`src/rtl/uart_rx_pkg.sv`:
```
// uart_rx_pkg: register offsets, STATUS layout and receiver state
// shared by the UART receive peripheral.
package uart_rx_pkg;

    localparam logic [3:0] UART_RX_DATA   = 4'h0;
    localparam logic [3:0] UART_RX_STATUS = 4'h4;
    localparam logic [3:0] UART_RX_DIV    = 4'h8;

    localparam int ST_NOT_EMPTY = 0;
    localparam int ST_FULL      = 1;
    localparam int ST_OVERRUN   = 2;
    localparam int ST_FRAME_ERR = 3;
    localparam int ST_COUNT_LSB = 8;

    localparam logic [15:0] MIN_DIV = 16'd4;

    typedef enum logic [1:0] {
        IDLE,
        START,
        DATA,
        STOP
    } rx_state_t;

    function automatic logic [15:0] clamp_div(input logic [15:0] d);
        return (d < MIN_DIV) ? MIN_DIV : d;
    endfunction

endpackage

```
`src/rtl/sync_fifo.sv`:
```
// sync_fifo: single-clock FIFO with first-word-fall-through output.
// A pop on empty is ignored; a push on full succeeds only with a pop.
module sync_fifo #(
    parameter int WIDTH = 8,
    parameter int DEPTH = 8
) (
    input  logic                     clk,
    input  logic                     rst,
    input  logic                     push,
    input  logic                     pop,
    input  logic [WIDTH-1:0]         din,
    output logic [WIDTH-1:0]         dout,
    output logic                     full,
    output logic                     empty,
    output logic [$clog2(DEPTH):0]   count
);

    localparam int AW = $clog2(DEPTH);
    localparam int CW = AW + 1;

    logic [WIDTH-1:0] mem [DEPTH];
    logic [AW-1:0]    wptr;
    logic [AW-1:0]    rptr;
    logic             do_push;
    logic             do_pop;

    assign empty   = (count == '0);
    assign full    = (count == CW'(DEPTH));
    assign do_pop  = pop && !empty;
    assign do_push = push && (!full || do_pop);
    assign dout    = mem[rptr];

    always_ff @(posedge clk or posedge rst) begin
        if (rst) begin
            wptr  <= '0;
            rptr  <= '0;
            count <= '0;
        end else begin
            if (do_push) wptr <= wptr + AW'(1);
            if (do_pop)  rptr <= rptr + AW'(1);
            unique case ({do_push, do_pop})
                2'b10:   count <= count + CW'(1);
                2'b01:   count <= count - CW'(1);
                default: ;
            endcase
        end
    end

    always_ff @(posedge clk) begin
        if (do_push) mem[wptr] <= din;
    end

endmodule

```
`src/rtl/uart_rx_ip.sv`:
```
// uart_rx_ip: 8N1 UART receiver with receive FIFO and DATA/STATUS/DIV
// registers on the local peripheral bus.
module uart_rx_ip
    import uart_rx_pkg::*;
#(
    parameter int          FIFO_DEPTH  = 8,
    parameter logic [15:0] DEFAULT_DIV = 16'd234
) (
    input  logic        clk,
    input  logic        rst,
    input  logic [31:0] waddr,
    input  logic [31:0] wdata,
    input  logic        wen,
    input  logic [3:0]  wstrb,
    output logic        wready,
    input  logic [31:0] raddr,
    input  logic        ren,
    output logic [31:0] rdata,
    output logic        rvalid,
    input  logic        i_uart_rx
);

    localparam int CW = $clog2(FIFO_DEPTH) + 1;

    logic rx_s1;
    logic rx_s2;
    logic rx_prev;
    logic fall;

    rx_state_t   state, state_nx;
    logic [15:0] cnt, cnt_nx;
    logic [15:0] div_q;
    logic [15:0] div_lat, div_lat_nx;
    logic [2:0]  idx, idx_nx;
    logic [7:0]  shreg, shreg_nx;
    logic        expired;
    logic        push;
    logic        ferr_set;

    logic          fifo_full;
    logic          fifo_empty;
    logic [7:0]    fifo_dout;
    logic [CW-1:0] fifo_count;
    logic          pop;

    logic        ovr_q;
    logic        ferr_q;
    logic        ovr_set;
    logic        clr_ovr;
    logic        clr_ferr;
    logic        div_wr;
    logic [15:0] div_new;
    logic [3:0]  rd_off;
    logic [3:0]  wr_off;
    logic [31:0] status_w;
    logic [31:0] rdata_nx;
    logic        unused;

    assign unused = ^{raddr[31:4], waddr[31:4], wdata[31:16], wstrb[3:2]};

    assign rd_off = raddr[3:0];
    assign wr_off = waddr[3:0];

    always_ff @(posedge clk or posedge rst) begin
        if (rst) begin
            rx_s1   <= 1'b1;
            rx_s2   <= 1'b1;
            rx_prev <= 1'b1;
        end else begin
            rx_s1   <= i_uart_rx;
            rx_s2   <= rx_s1;
            rx_prev <= rx_s2;
        end
    end

    assign fall    = rx_prev & ~rx_s2;
    assign expired = (cnt == '0);

    always_ff @(posedge clk or posedge rst) begin
        if (rst) begin
            state   <= IDLE;
            cnt     <= '0;
            div_lat <= DEFAULT_DIV;
            idx     <= '0;
            shreg   <= '0;
        end else begin
            state   <= state_nx;
            cnt     <= cnt_nx;
            div_lat <= div_lat_nx;
            idx     <= idx_nx;
            shreg   <= shreg_nx;
        end
    end

    always_comb begin
        state_nx   = state;
        cnt_nx     = expired ? cnt : cnt - 16'd1;
        div_lat_nx = div_lat;
        idx_nx     = idx;
        shreg_nx   = shreg;
        push       = 1'b0;
        ferr_set   = 1'b0;
        unique case (state)
            IDLE: begin
                if (fall) begin
                    div_lat_nx = div_q;
                    cnt_nx     = div_q >> 1;
                    state_nx   = START;
                end
            end
            START: begin
                if (expired) begin
                    if (!rx_s2) begin
                        cnt_nx   = div_lat - 16'd1;
                        idx_nx   = '0;
                        state_nx = DATA;
                    end else begin
                        state_nx = IDLE;
                    end
                end
            end
            DATA: begin
                if (expired) begin
                    shreg_nx = {rx_s2, shreg[7:1]};
                    cnt_nx   = div_lat - 16'd1;
                    idx_nx   = idx + 3'd1;
                    if (idx == 3'd7) state_nx = STOP;
                end
            end
            STOP: begin
                if (expired) begin
                    push     = rx_s2;
                    ferr_set = !rx_s2;
                    state_nx = IDLE;
                end
            end
            default: state_nx = IDLE;
        endcase
    end

    assign pop     = ren && (rd_off == UART_RX_DATA) && !fifo_empty;
    assign ovr_set = push && fifo_full && !pop;

    sync_fifo #(
        .WIDTH (8),
        .DEPTH (FIFO_DEPTH)
    ) u_fifo (
        .clk   (clk),
        .rst   (rst),
        .push  (push),
        .pop   (pop),
        .din   (shreg),
        .dout  (fifo_dout),
        .full  (fifo_full),
        .empty (fifo_empty),
        .count (fifo_count)
    );

    assign clr_ovr  = wen && (wr_off == UART_RX_STATUS)
                    && wstrb[0] && wdata[ST_OVERRUN];
    assign clr_ferr = wen && (wr_off == UART_RX_STATUS)
                    && wstrb[0] && wdata[ST_FRAME_ERR];
    assign div_wr   = wen && (wr_off == UART_RX_DIV);
    assign div_new  = {wstrb[1] ? wdata[15:8] : div_q[15:8],
                       wstrb[0] ? wdata[7:0]  : div_q[7:0]};

    always_comb begin
        status_w = '0;
        status_w[ST_NOT_EMPTY] = !fifo_empty;
        status_w[ST_FULL]      = fifo_full;
        status_w[ST_OVERRUN]   = ovr_q;
        status_w[ST_FRAME_ERR] = ferr_q;
        status_w[ST_COUNT_LSB +: 8] = 8'(fifo_count);
    end

    always_comb begin
        rdata_nx = '0;
        unique case (1'b1)
            (rd_off == UART_RX_DATA): begin
                if (!fifo_empty) rdata_nx = {23'd0, 1'b1, fifo_dout};
            end
            (rd_off == UART_RX_STATUS): rdata_nx = status_w;
            (rd_off == UART_RX_DIV):    rdata_nx = {16'd0, div_q};
            default:                    rdata_nx = '0;
        endcase
    end

    // a new error event wins over a clear landing in the same cycle
    always_ff @(posedge clk or posedge rst) begin
        if (rst) begin
            div_q  <= DEFAULT_DIV;
            ovr_q  <= 1'b0;
            ferr_q <= 1'b0;
            wready <= 1'b0;
            rvalid <= 1'b0;
            rdata  <= '0;
        end else begin
            if (div_wr) div_q <= clamp_div(div_new);
            ovr_q  <= (ovr_q & ~clr_ovr) | ovr_set;
            ferr_q <= (ferr_q & ~clr_ferr) | ferr_set;
            wready <= wen;
            rvalid <= ren;
            if (ren) rdata <= rdata_nx;
            else     rdata <= '0;
        end
    end

endmodule

```
`config.mk`:
```
export PLATFORM = sky130hd
export DESIGN_NAME = uart_rx_ip
export DESIGN_NICKNAME = d
export VERILOG_FILES = /design/src/rtl/uart_rx_pkg.sv /design/src/rtl/sync_fifo.sv /design/src/rtl/uart_rx_ip.sv
export SDC_FILE = /design/constraint.sdc
export NUM_CORES = 1
export LEC_CHECK = 0
export ABC_AREA = 1
export ABC_CLOCK_PERIOD_IN_PS = 2700
export BUFFER_PORTS_ARGS = -buffer_cell sky130_fd_sc_hd__buf_4
export CORE_ASPECT_RATIO = 0.6
export CORE_MARGIN = 3
export CORE_UTILIZATION = 50
export CTS_BUF_LIST = sky130_fd_sc_hd__clkbuf_4 sky130_fd_sc_hd__clkbuf_8 sky130_fd_sc_hd__clkbuf_16
export CTS_CLUSTER_DIAMETER = 200
export CTS_CLUSTER_SIZE = 12
export DETAILED_ROUTE_END_ITERATION = 16
export PLACE_DENSITY = 0.71
export SLEW_MARGIN = 30
export SYNTH_ARGS = -nofsm -noshare
export SYNTH_HDL_FRONTEND = slang
export SYNTH_SLANG_ARGS = --single-unit
```
`constraint.sdc`:
```
create_clock -name clk -period 2.7 [get_ports clk]
set_input_delay 0 -clock clk [delete_from_list [all_inputs] [get_ports clk]]
set_output_delay 0 -clock clk [all_outputs]
set_load 0.01 [all_outputs]
```
=== Word level (Yosys, flattened, before mapping) ===
Memory sizes are Yosys's and may differ from the RTL's.
Index checks and enable logic that the tools add are counted.

* Bits of input ports: 105
* Register bits: 110
* Memories kept: 1
* Output and inout bits: 34
* RAM bits: 64

{| class="wikitable"
|+ Memories
! name !! words !! width !! rd ports !! clocked after memory_dff !! wr ports !! RTL line !! source
|-
| u_fifo.mem || 8 || 8 || 1 || 0 || 1 || sync_fifo.sv:21 || <nowiki>logic [WIDTH-1:0] mem [DEPTH];</nowiki>
|}

* Equal/unequal tests: 17
* Add/sub/neg operators: 7
* Multiplexer cells: 30
* Bitwise operators: 8
* Reductions and logical operators: 26
* Order comparisons: 1

{| class="wikitable"
|+ Operators by type and width
! cell !! count
|-
| $mux 16 || 6
|-
| $pmux 32 s3 || 1
|-
| $pmux 16 s3 || 1
|-
| $mux 32 || 1
|-
| $sub 16x1->16 const B || 2
|-
| $logic_not 16->1 || 1
|-
| $lt 16x3->1 const B || 1
|-
| $mux 8 || 2
|-
| $eq 4x4->1 const B || 3
|-
| $mux 2 || 6
|-
| $ne 2x2->1 const B || 6
|-
| $logic_and 1x1->1 || 11
|-
| $add 3x1->3 const B || 3
|-
| $mux 3 || 3
|-
| $mux 9 || 1
|-
| $eq 4x3->1 const B || 2
|-
| $logic_not 4->1 || 2
|-
| $pmux 2 s4 || 1
|-
| $pmux 4 s2 || 1
|-
| $eq 2x2->1 const B || 3
|-
| $mux 1 || 6
|-
| $pmux 3 s2 || 1
|-
| $reduce_and 5->1 || 1
|-
| $add 4x1->4 const B || 1
|-
| other kinds (12) || 23
|}

=== Longest topological paths before layout ===
Gate-level depths: netlist of the first run.

* Depth in word-level cells: 8
* Depth in mapped cells: 18
* Depth with buffers taken out: 18

=== Modules after synthesis ===
Synthesis of the first run repeated with hierarchy kept, for this count alone.

* Cells, all modules: 851
* Area, all modules: 7793.7 µm²

{| class="wikitable"
|+ By module, submodules not included
! module !! area an instance (µm²) !! seq. area each (µm²) !! cells each !! instances
|-
| uart_rx_ip || 4643.2 || 2118.3 || 598 || 1
|-
| sync_fifo || 3150.5 || 2172.1 || 253 || 1
|}

=== Worst setup path before layout of the first run ===
OpenSTA, ideal clock, no wires.

* Kind: register to register
* From: reg cnt[0]
* To: reg u_fifo.count[3]
* Setup slack: 421 ps
* Cell stages (with the launch flop): 19
* Data required time: 2583 ps
* Period minus slack after synthesis: 2279 ps
* Setup time: 117 ps
* Arrival time: 2163 ps
* Path buffers: 0
* Cells stage by stage: dfrtp_1 inv_1 ha_1 nand2_1 nor2_4 nand2_4 nor2_8 nand2_1 nand2_2 inv_1 ha_1 nand2_1 nor2_1 a211oi_1 nand2_1 nand2_1 nand2_1 nand2_1 nand2_1

* Cells in the longest elaborated chain, start to end: 6
* Elaborated cells between the ends (all ways): 8

{| class="wikitable"
|+ Ends and longest elaborated chain
! what !! RTL line !! source
|-
| start, declared || uart_rx_ip.sv:31 || <nowiki>logic [15:0] cnt, cnt_nx;</nowiki>
|-
| start signal, assigned || uart_rx_ip.sv:88 || <nowiki>cnt <= cnt_nx;</nowiki>
|-
| $logic_not 16->1 (*) || uart_rx_ip.sv:77 || <nowiki>assign expired = (cnt == '0);</nowiki>
|-
| $mux 1 (*) || uart_rx_ip.sv:131 || <nowiki>if (expired) begin</nowiki>
|-
| $mux 1 (*) || uart_rx_ip.sv:103 || <nowiki>unique case (state)</nowiki>
|-
| $logic_and 1x1->1 (*) || sync_fifo.sv:30 || <nowiki>assign do_push = push && (!full || do_pop);</nowiki>
|-
| $eq 2x1->1 / $eq 2x2->1 (equally long branches) || sync_fifo.sv:41 || <nowiki>unique case ({do_push, do_pop})</nowiki>
|-
| $pmux 4 s2 / $reduce_bool 2->1 (equally long branches) || -- ||
|-
| end signal, assigned || sync_fifo.sv:42 || <nowiki>2'b10: count <= count + CW'(1);</nowiki>
|-
| end signal, assigned || sync_fifo.sv:43 || <nowiki>2'b01: count <= count - CW'(1);</nowiki>
|-
| end, declared || sync_fifo.sv:15 || <nowiki>output logic [$clog2(DEPTH):0] count</nowiki>
|}

Mark *: on every way between the ends. The rest lies on a longest branch, timed or not.
A chain may end at the register's enable or synchronous reset.

=== Final worst setup path of the first run ===
* From: reg cnt[8]
* To: reg u_fifo.count[3]

Same word-level chain as after synthesis.

==> results of run 1 <==
[worst paths after layout]
kind / startpoint / end / depth (start not counted)
max in group asynchronous: rst / div_q[7] / 4
max reg2reg: cnt[8] / u_fifo.count[3] / 17
max: cnt[8] / u_fifo.count[3] / 17
min reg2reg: rx_s1 / rx_s2 / 0
min in group asynchronous: rst / div_lat[9] / 3
min: wdata[9] / div_q[9] / 5
[registers in the layout, summed over array words and instances (netlist names), named ones only]
signal / cells
rx_prev: 1
rvalid: 1
state: 1
u_fifo.mem: 64
shreg: 8
ferr_q: 1
ovr_q: 1
rx_s1: 1
div_q: 16
cnt: 16
wready: 1
u_fifo.count: 4
u_fifo.wptr: 3
div_lat: 16
rx_s2: 1
idx: 3
rdata: 16
u_fifo.rptr: 3
[per-layer routing]
layer	up-vias	wire, um	part of all wire	global-route usage
met4	0	177	0.0093	0.0651
met5	-	0	0	0
met2	273	7660	0.40	0.318
met3	14	1790	0.094	0.0527
li1	2843	-	-	-
met1	2886	9460	0.50	0.389
[synth_stat cells, types with 8 or more instances]
| cell type | instances | area [um2] |
|---|---|---|
| o221ai_1 | 14 | 123 |
| o21ai_0 | 89 | 445 |
| nand2_1 | 152 | 571 |
| inv_1 | 69 | 259 |
| nor2_1 | 104 | 390 |
| clkbuf_1 | 14 | 52.6 |
| nand3_1 | 44 | 220 |
| ha_1 | 9 | 113 |
| a21oi_1 | 22 | 110 |
| xor2_1 | 18 | 158 |
| buf_4 | 18 | 135 |
| nand4_1 | 8 | 50.1 |
| dfstp_2 | 13 | 342 |
| o21bai_1 | 11 | 82.6 |
| nor3_1 | 12 | 60.1 |
| dfrtp_1 | 81 | 2030 |
| edfxtp_1 | 64 | 1920 |
[what timing repair did]
action	4_1_cts	5_1_grt
gates resized for setup	0	3
endpoints found under the setup margin	0	1
hold buffers	20	0
hold endpoints to repair	49	0
[final cells by class]
class / instances / share of cell area
flip-flops and latches: 158 / 0.476
clock buffers: 17 / 0.0472
multi-input cells: 548 / 0.314
inverters: 76 / 0.0322
clock inverters: 15 / 0.0208
well taps: 198 / 0.0275
repair buffers: 92 / 0.0822
[worst min-delay path: cells and delay by family]
family	cells	cell delay (ns)
buffers and inverters	1	0.08
AO/OA/AOI/OAI	2	0.20
AND/OR/NAND/NOR	2	0.12
[logic make-up (layout without fill, tap and decap cells)]
| kind of cell | Yosys count | after routing | share of synthesized area |
|---|---|---|---|
| flops | 158 | 158 | 0.568 |
| compound gates | 153 | 153 | 0.115 |
| buf+inv | 113 | 200 | 0.0671 |
| mux | 7 | 7 | 0.0139 |
| xor+xnor | 22 | 22 | 0.0255 |
| fa+ha+maj | 10 | 10 | 0.0176 |
| simple gates | 340 | 340 | 0.192 |
| other cells | 1 | 16 | 0.000497 |
[stage by stage]
| stage | hold slack (ns) | setup slack [ns] |
|---|---|---|
| final | 0.0171 | 0.217 |
| after global routing | 0.0336 | 0.0171 |
| after CTS | 0.00408 | 0.203 |
| after detailed placement | 0.111 | 0.216 |
| after global placement | 0.112 | 0.280 |
| after floorplan | 0.00448 | 0.273 |
[power by group]
group	internal [uW]	leakage (uW)	total, uW	switching, uW
Sequential	2880	0.00180	3210	326
Clock	1340	0.000301	2460	1120
Combinational	858	0.00198	2420	1570
==> summary.md, run 1 <==
| Metric | Value |
|---|---|
| Detailed Routing Iterations Pass 1 | `7` |
| Vias in the first global route | `5,546` |
| Peak VDD IR | `0.000396 V` |
| FMAX | `0.403 GHz` |
| Port buffer count | `48` |
| CTS tree | `built` |
| Sequential fraction of the synthesis area | `0.568` |
| Post-route cell area | `9010 um2` |
| Htree depth | `4` |
| Nets@finish | `1,008` |
| Post-DRT Antenna Nets | `0` |
| Setup TNS | `0 ns` |
| Min-Delay Path Class | `primary input to register` |
| Chip Height | `101 um` |
| Gr ovfl total | `0` |
| Pwr dens | `899 nW/um2` |
| Die Area | `16,700 um2` |
| Crit end category | `register` |
| DRC violations left | `0` |
| Post-DP HPWL | `13,300 um` |
| Largest net degree at the start of global routing | `46` |
| R2R Setup Slk | `0.22 ns` |
| Critical Path Max Stage Delay | `0.42 ns` |
| Global-route usage over all layers | `0.239` |
| Clock Sinks | `158` |
| CP top delay family | `simple AND/OR/NAND/NOR gates` |
| Core area | `14,600 um2` |
| Antenna cells | `0` |
| CP Class | `register to register` |
| Initial Utilization | `0.516` |
| CTS Buf Count | `17` |
| Most common cell after layout, fill and taps aside | `nand2_1` |
| End-of-flow core utilization | `0.616` |
| Seq. cell area | `4290 um2` |
| Placed insts | `1,052` |
| Critical Path RT | `3.01 ns` |
| CTS clk-pin slew, worst paths | `0.08 ns` |
| Register bit count reported by yosys | `158` |
| RSZ-0062 raised after global routing | `no` |
| Outcome | `finished, final reports clean` |
| Root Driver | `clkbuf_16` |
| Fraction of layout cells with a size suffix above 1 | `0.169` |
| Critical Path AT | `2.79 ns` |
| Post-CTS setup repair buffer count | `0` |
| Number of flops mapped to enable cells by yosys | `64` |
| Tot Pwr | `8090 uW` |
| Crit share post-route | `0.920` |
| Global-route wire length before repair | `30,200 um` |
| Fill count | `1,199` |
| Clk_skew | `0.0160 ns` |
| Synth warn | `0` |
| Most frequent cells in the layout | `152 x nand2_1, 102 x nor2_1, 89 x o21ai_0, 81 x dfrtp_1, 72 x buf_4` |
| Wire length per cell | `17.3 um` |
| Gp weighted congestion | `0.914` |
| Maxcap violations | `0` |
| Finish-stage setup viols | `0` |
| Initial antenna violation count | `0` |
| Crit-path cells | `nor2_2, nand2_1, nor2_4, nand2_4, nor2_8, nand2_1, nand2_2, inv_1, ha_1, nand2_1, nor2_1, a211oi_2, nand2_1, nand2_1, nand2_1, nand2_1, nand2_1` |
| Cell Rows | `34` |
| Maximum buffer depth of the clock tree | `2` |
| Fin. Hold Viols | `0` |
| Avg Cell Area, Syn | `9.39 um2` |
| IO Count | `139` |
| Slew Viols, Final | `0` |
| Post-synth ARST share | `0.595` |
| CP Max Fanout | `5` |
| Area Overhead vs Synth | `19.3%` |
| Vias | `6,016` |
| Slowest-stage cell, CP | `dfrtp_1` |
| Final WL | `19,100 um` |
| WP buf/inv | `1` |
| Fin cells | `1,104` |
| Placed Area | `8190 um2` |
| Cell area after synthesis | `7550 um2` |
| Number of vias per cell | `5.45` |
| Slew HR | `0.568` |
| Crit path time final | `2.48 ns` |
| Crit path top cell by count | `nand2_1` |
| Yosys cell types | `43` |
| Predominant post-synthesis flop cell | `dfrtp_1` |
| Startpoint Class | `register` |
| Multi-input gate area | `2830 um2` |
| Die Wd | `165 um` |
| Worst slew pin tran | `0.646 ns` |
| 1st-iter DRT viols | `688` |
| Worst-skew pair later-pin latency | `0.43 ns` |
| Syn Inst Count | `804` |
| Pleak | `0.00408 uW` |
Power figures use the tool's default switching activity.
==> inputs of run 2 (changes only) <==
--- a/config.mk
+++ b/config.mk
@@ -8,14 +8,16 @@
 export ABC_AREA = 1
 export ABC_CLOCK_PERIOD_IN_PS = 2700
 export BUFFER_PORTS_ARGS = -buffer_cell sky130_fd_sc_hd__buf_4
+export CELL_PAD_IN_SITES_DETAIL_PLACEMENT = 0
+export CELL_PAD_IN_SITES_GLOBAL_PLACEMENT = 2
 export CORE_ASPECT_RATIO = 0.6
 export CORE_MARGIN = 3
-export CORE_UTILIZATION = 50
+export CORE_UTILIZATION = 34
 export CTS_BUF_LIST = sky130_fd_sc_hd__clkbuf_4 sky130_fd_sc_hd__clkbuf_8 sky130_fd_sc_hd__clkbuf_16
 export CTS_CLUSTER_DIAMETER = 200
 export CTS_CLUSTER_SIZE = 12
 export DETAILED_ROUTE_END_ITERATION = 16
-export PLACE_DENSITY = 0.71
+export PLACE_DENSITY = 0.76
 export SLEW_MARGIN = 30
 export SYNTH_ARGS = -nofsm -noshare
 export SYNTH_HDL_FRONTEND = slang
==> summary.md, run 2 (synthesis results as in run 1) <==
| Metric | Value |
|---|---|
| Register with the most flip-flops | `u_fifo.mem` |
| CP Max Fanout | `4` |
| Global-route wire length before repair | `33,100 um` |
| Vias | `5,952` |
| Most frequent cells in the layout | `152 x nand2_1, 100 x nor2_1, 87 x o21ai_0, 81 x dfrtp_1, 72 x buf_4` |
| Crit path time final | `2.54 ns` |
| Tot Pwr | `8070 uW` |
| Htree depth | `4` |
| Worst slew pin tran | `0.598 ns` |
| Cell Rows | `41` |
| FMAX | `0.393 GHz` |
| Outcome | `finished, final reports clean` |
| Initial Utilization | `0.353` |
| Hold WS | `0.0243 ns` |
| Final WL | `21,400 um` |
| Largest net degree at the start of global routing | `57` |
| Crit path capture | `div_q[0]` |
| R2R Setup Slk | `0.16 ns` |
| IO Count | `139` |
| Startpoint Class | `register` |
| Nets@finish | `1,015` |
| Maxcap violations | `0` |
| Initial antenna violation count | `1` |
| Detailed Routing Iterations Pass 1 | `5` |
| Critical Path RT | `3.02 ns` |
| Vias in the first global route | `5,711` |
| Wire length per cell | `17.9 um` |
| CTS Buf Count | `17` |
| Worst R2R Start | `div_q[8]` |
| Area Overhead vs Synth | `21.5%` |
| Worst-skew pair later-pin latency | `0.43 ns` |
| Peak VDD IR | `0.000438 V` |
| DRC violations left | `0` |
| Die Wd | `198 um` |
| Core area | `21,400 um2` |
| Crit end category | `register` |
| Port buffer count | `48` |
| Slew HR | `0.600` |
| Placed insts | `1,131` |
| CTS clk-pin slew, worst paths | `0.07 ns` |
| Critical Path AT | `2.86 ns` |
| Clk_skew | `0.00844 ns` |
| Die Area | `24,100 um2` |
| Most common cell after layout, fill and taps aside | `nand2_1` |
| CP startpoint | `div_q[8]` |
| FF-to-FF path depth | `10` |
| Place WS | `0.0824 ns` |
| Fin. Hold Viols | `0` |
| Number of vias per cell | `4.99` |
| End-of-flow core utilization | `0.429` |
| Fin cells | `1,193` |
| Final worst slack | `0.158 ns` |
| Global-route usage over all layers | `0.185` |
| Fraction of layout cells with a size suffix above 1 | `0.174` |
| Finish-stage setup viols | `0` |
| Gp weighted congestion | `0.853` |
| Post-DRT Antenna Nets | `0` |
| 1st-iter DRT viols | `600` |
| Crit share post-route | `0.942` |
| Min-Delay Path Class | `primary input to register` |
| Pwr dens | `879 nW/um2` |
| R2r endpoint | `div_q[0]` |
| Maximum buffer depth of the clock tree | `2` |
| Clock Sinks | `158` |
| Pleak | `0.00409 uW` |
| CP Class | `register to register` |
| Chip Height | `121 um` |
| Gr ovfl total | `0` |
| Slew Viols, Final | `0` |
| Root Driver | `clkbuf_16` |
| Post-DP HPWL | `15,400 um` |
| CTS tree | `built` |
| Largest register FFs | `64` |
==> run 2: changes by cell type in the layout (fill, tap and decap cells not counted), moves of 2 or more <==
cell / delta
clkinv_8: -3
inv_8: -4
o21ai_1: +2
inv_1: -2
o21ai_0: -2
clkinvlp_4: +3
nor2_4: +2
dlygate4sd3_1: +6
nor2_1: -2
inv_2: +2
==> run 2: cell type report <==
cell class | count | area, um2
Timing Repair Buffer | 99 | 821
Tap cell | 279 | 349
Clock inverter | 14 | 134
Inverter | 76 | 290
Fill cell | 2055 | 12200
Multi-Input combinational cell | 548 | 2860
Clock buffer | 18 | 433
Sequential cell | 158 | 4290
Antenna cell | 1 | 2.50
==> run 2: how the worst min path moves through the flow <==
| stage | from | end | slack [ns] | cells after the start |
|---|---|---|---|---|
| floorplan | i_uart_rx | rx_s1 | 0.004 | 0 |
| global placement | rst | shreg[1] | 0.09 | 2 |
| detailed placement | rst | shreg[2] | 0.11 | 2 |
| CTS | wdata[8] | div_q[8] | 0.004 | 5 |
| global route | wdata[8] | div_q[8] | 0.06 | 5 |
| finish | wstrb[0] | div_q[5] | 0.02 | 4 |
==> run 2: critical path, cell delays in order (launching register included) <==
cell	delay, ns
dfrtp_1	0.42
inv_1	0.16
o21ai_0	0.15
nor2_1	0.12
nand2_1	0.07
nor2_2	0.14
nand2_1	0.12
nand4_1	0.08
dlygate4sd3_1	0.55
nand2_1	0.05
dlygate4sd3_1	0.55
==> run 2: metal layers <==
| metal | vias up | wire length, um | global-route usage |
|---|---|---|---|
| li1 | 2859 | - | - |
| met1 | 2931 | 11600 | 0.301 |
| met2 | 151 | 8380 | 0.243 |
| met3 | 11 | 1210 | 0.0380 |
| met4 | 0 | 187 | 0.0477 |
| met5 | - | 0 | 0 |
==> run 2: what timing repair did <==
item,CTS,global route
endpoints found under the setup margin,0,3
gates resized for setup,0,13
endpoints found under the hold margin,53,0
hold buffers,26,0
buffers inserted,0,3
==> run 2: metrics by stage <==
stage / setup TNS, ns / instance area (um2)
CTS: 0 / 9110
finish: 0 / 9180
global placement: 0 / 8280
global route: -0.000511 / 9180
floorplan: 0 / 7610
detailed placement: 0 / 8280
==> run 2: report_power, final <==
part | total, uW | switching (uW) | internal [uW] | leakage (uW)
clock | 2340 | 1050 | 1290 | 0.000271
combinational | 2520 | 1630 | 889 | 0.00202
sequential | 3210 | 326 | 2880 | 0.00180
==> inputs of run 3 (changes only) <==
--- a/config.mk
+++ b/config.mk
@@ -7,7 +7,7 @@
 export LEC_CHECK = 0
 export ABC_AREA = 1
 export ABC_CLOCK_PERIOD_IN_PS = 2700
-export BUFFER_PORTS_ARGS = -buffer_cell sky130_fd_sc_hd__buf_4
+export BUFFER_PORTS_ARGS = -buffer_cell sky130_fd_sc_hd__buf_2
 export CELL_PAD_IN_SITES_DETAIL_PLACEMENT = 0
 export CELL_PAD_IN_SITES_GLOBAL_PLACEMENT = 2
 export CORE_ASPECT_RATIO = 0.6
==> summary.md, run 3 (synthesis results as in run 1) <==
| Metric | Value |
|---|---|
| Clk_skew | `0.0104 ns` |
| Detailed Routing Iterations Pass 1 | `6` |
| CP Class | `register to register` |
| Post-DRT Antenna Nets | `0` |
| Clock Sinks | `158` |
| Placed insts | `1,130` |
| Vias in the first global route | `5,889` |
| Die Area | `24,100 um2` |
| CTS Buf Count | `17` |
| CTS clk-pin slew, worst paths | `0.07 ns` |
| Wire length per cell | `17.7 um` |
| FF-to-FF path depth | `10` |
| Min-Delay Path Class | `primary input to register` |
| Worst slew pin tran | `0.597 ns` |
| Final WL | `21,000 um` |
| Gp weighted congestion | `0.846` |
| Worst-skew pair later-pin latency | `0.44 ns` |
| Root Driver | `clkbuf_16` |
| Crit-path cells | `inv_1, o21ai_0, nor2_1, nand2_1, nor3_2, nand2_1, nand4_1, dlygate4sd3_1, nand2_1, dlygate4sd3_1` |
| Largest net degree at the start of global routing | `95` |
| Setup TNS | `0 ns` |
| Maxcap violations | `0` |
| CP Max Fanout | `4` |
| Crit path time final | `2.54 ns` |
| Multi-input gate area | `2860 um2` |
| Finish-stage setup viols | `0` |
| Fraction of layout cells with a size suffix above 1 | `0.177` |
| Initial antenna violation count | `0` |
| Chip Height | `121 um` |
| Gr ovfl total | `0` |
| CTS tree | `built` |
| Global-route usage over all layers | `0.185` |
| Pwr dens | `892 nW/um2` |
| Largest register FFs | `64` |
| IO Count | `139` |
| Antenna cells | `0` |
| Post-DP HPWL | `15,000 um` |
| Worst R2R Start | `div_q[6]` |
| Fin cells | `1,190` |
| Startpoint Class | `register` |
| Core area | `21,400 um2` |
| Die Wd | `198 um` |
| Slew HR | `0.601` |
| Maximum buffer depth of the clock tree | `2` |
| Slowest-stage cell, CP | `dlygate4sd3_1` |
| Cell Rows | `41` |
| Fill count | `2,042` |
| Final worst slack | `0.161 ns` |
| RSZ-0062 raised after global routing | `yes` |
| Peak VDD IR | `0.000505 V` |
| DRC violations left | `0` |
| CP startpoint | `div_q[6]` |
| Global-route wire length before repair | `33,300 um` |
| Port buffer count | `48` |
| Place WS | `0.0412 ns` |
| Hold path depth | `5` |
| Tot Pwr | `8090 uW` |
| Htree depth | `4` |
| Register with the most flip-flops | `u_fifo.mem` |
| Initial Utilization | `0.353` |
| Pleak | `0.00406 uW` |
| Outcome | `finished, final reports clean` |
| FMAX | `0.394 GHz` |
| Slew Viols, Final | `0` |
| Critical Path Max Stage Delay | `0.58 ns` |
| Critical Path AT | `2.92 ns` |
| Crit share post-route | `0.941` |
| Area Overhead vs Synth | `20.0%` |
| Nets@finish | `1,013` |
| Most frequent cells in the layout | `151 x nand2_1, 99 x nor2_1, 88 x o21ai_0, 80 x dfrtp_1, 65 x inv_1` |
| Hold WS | `0.0531 ns` |
| Critical Path RT | `3.08 ns` |
| Seq. cell area | `4290 um2` |
| 1st-iter DRT viols | `533` |
| Crit path top cell by count | `nand2_1` |
| Vias | `5,935` |
| Most common cell after layout, fill and taps aside | `nand2_1` |
| Number of vias per cell | `4.99` |
| Fin. Hold Viols | `0` |
| Hold Crit Start | `waddr[3]` |
| Crit end category | `register` |
run 3: changes by cell type in the layout (fill, tap and decap cells not counted), sizes merged:
cell,change
clkinv,+1
diode,-1
buf,-3
inv,+1
dlygate4sd3,+1
clkinvlp,-1
clkbuf,-1
run 3: metrics by stage:
step	instance area [um2]	util
finish	9060	0.424
global route	9060	0.424
floorplan	7610	-
CTS	9010	0.421
detailed placement	8160	0.381
global placement	8160	0.381
run 3: worst paths after layout:
check | end | slack [ns]
max in group asynchronous | rdata[14] | 2.03
max reg2reg | div_q[1] | 0.16
min reg2reg | rx_s2 | 0.36
max | div_q[1] | 0.16
min in group asynchronous | u_fifo.wptr[1] | 0.20
min | ferr_q | 0.05
run 3: report_power, final:
part	total (uW)	internal, uW	switching [uW]
clock network	2380	1300	1080
logic	2460	868	1590
registers	3250	2880	364
total	8090	5050	3030
run 3: critical path, delay by kind of cell, from the launching register on:
| family | cells | cell delay [ns] |
|---|---|---|
| buffers and inverters | 3 | 1.19 |
| AO/OA/AOI/OAI | 1 | 0.22 |
| flip-flops | 1 | 0.51 |
| AND/OR/NAND/NOR | 6 | 0.55 |
run 3: per-layer routing:
metal / GRT usage / routed length (um) / vias to the layer above
li1: - / - / 2858
met1: 0.293 / 11200 / 2878
met2: 0.252 / 8220 / 181
met3: 0.0377 / 1310 / 18
met4: 0.0464 / 274 / 0
met5: 0 / 0 / -
run 3: final cells by class:
| type | count | area share |
|---|---|---|
| flip-flops and latches | 158 | 0.473 |
| multi-input cells | 548 | 0.316 |
| repair buffers | 97 | 0.0759 |
| clock buffers | 17 | 0.0469 |
| well taps | 279 | 0.0385 |
| inverters | 76 | 0.0320 |
| clock inverters | 15 | 0.0171 |
run 3: timing repair:
item	4_1_cts	5_1_grt
endpoints found under the hold margin	102	0
endpoints found under the setup margin	0	3
buffers inserted	0	1
resized for setup	0	16
hold buffers	27	0
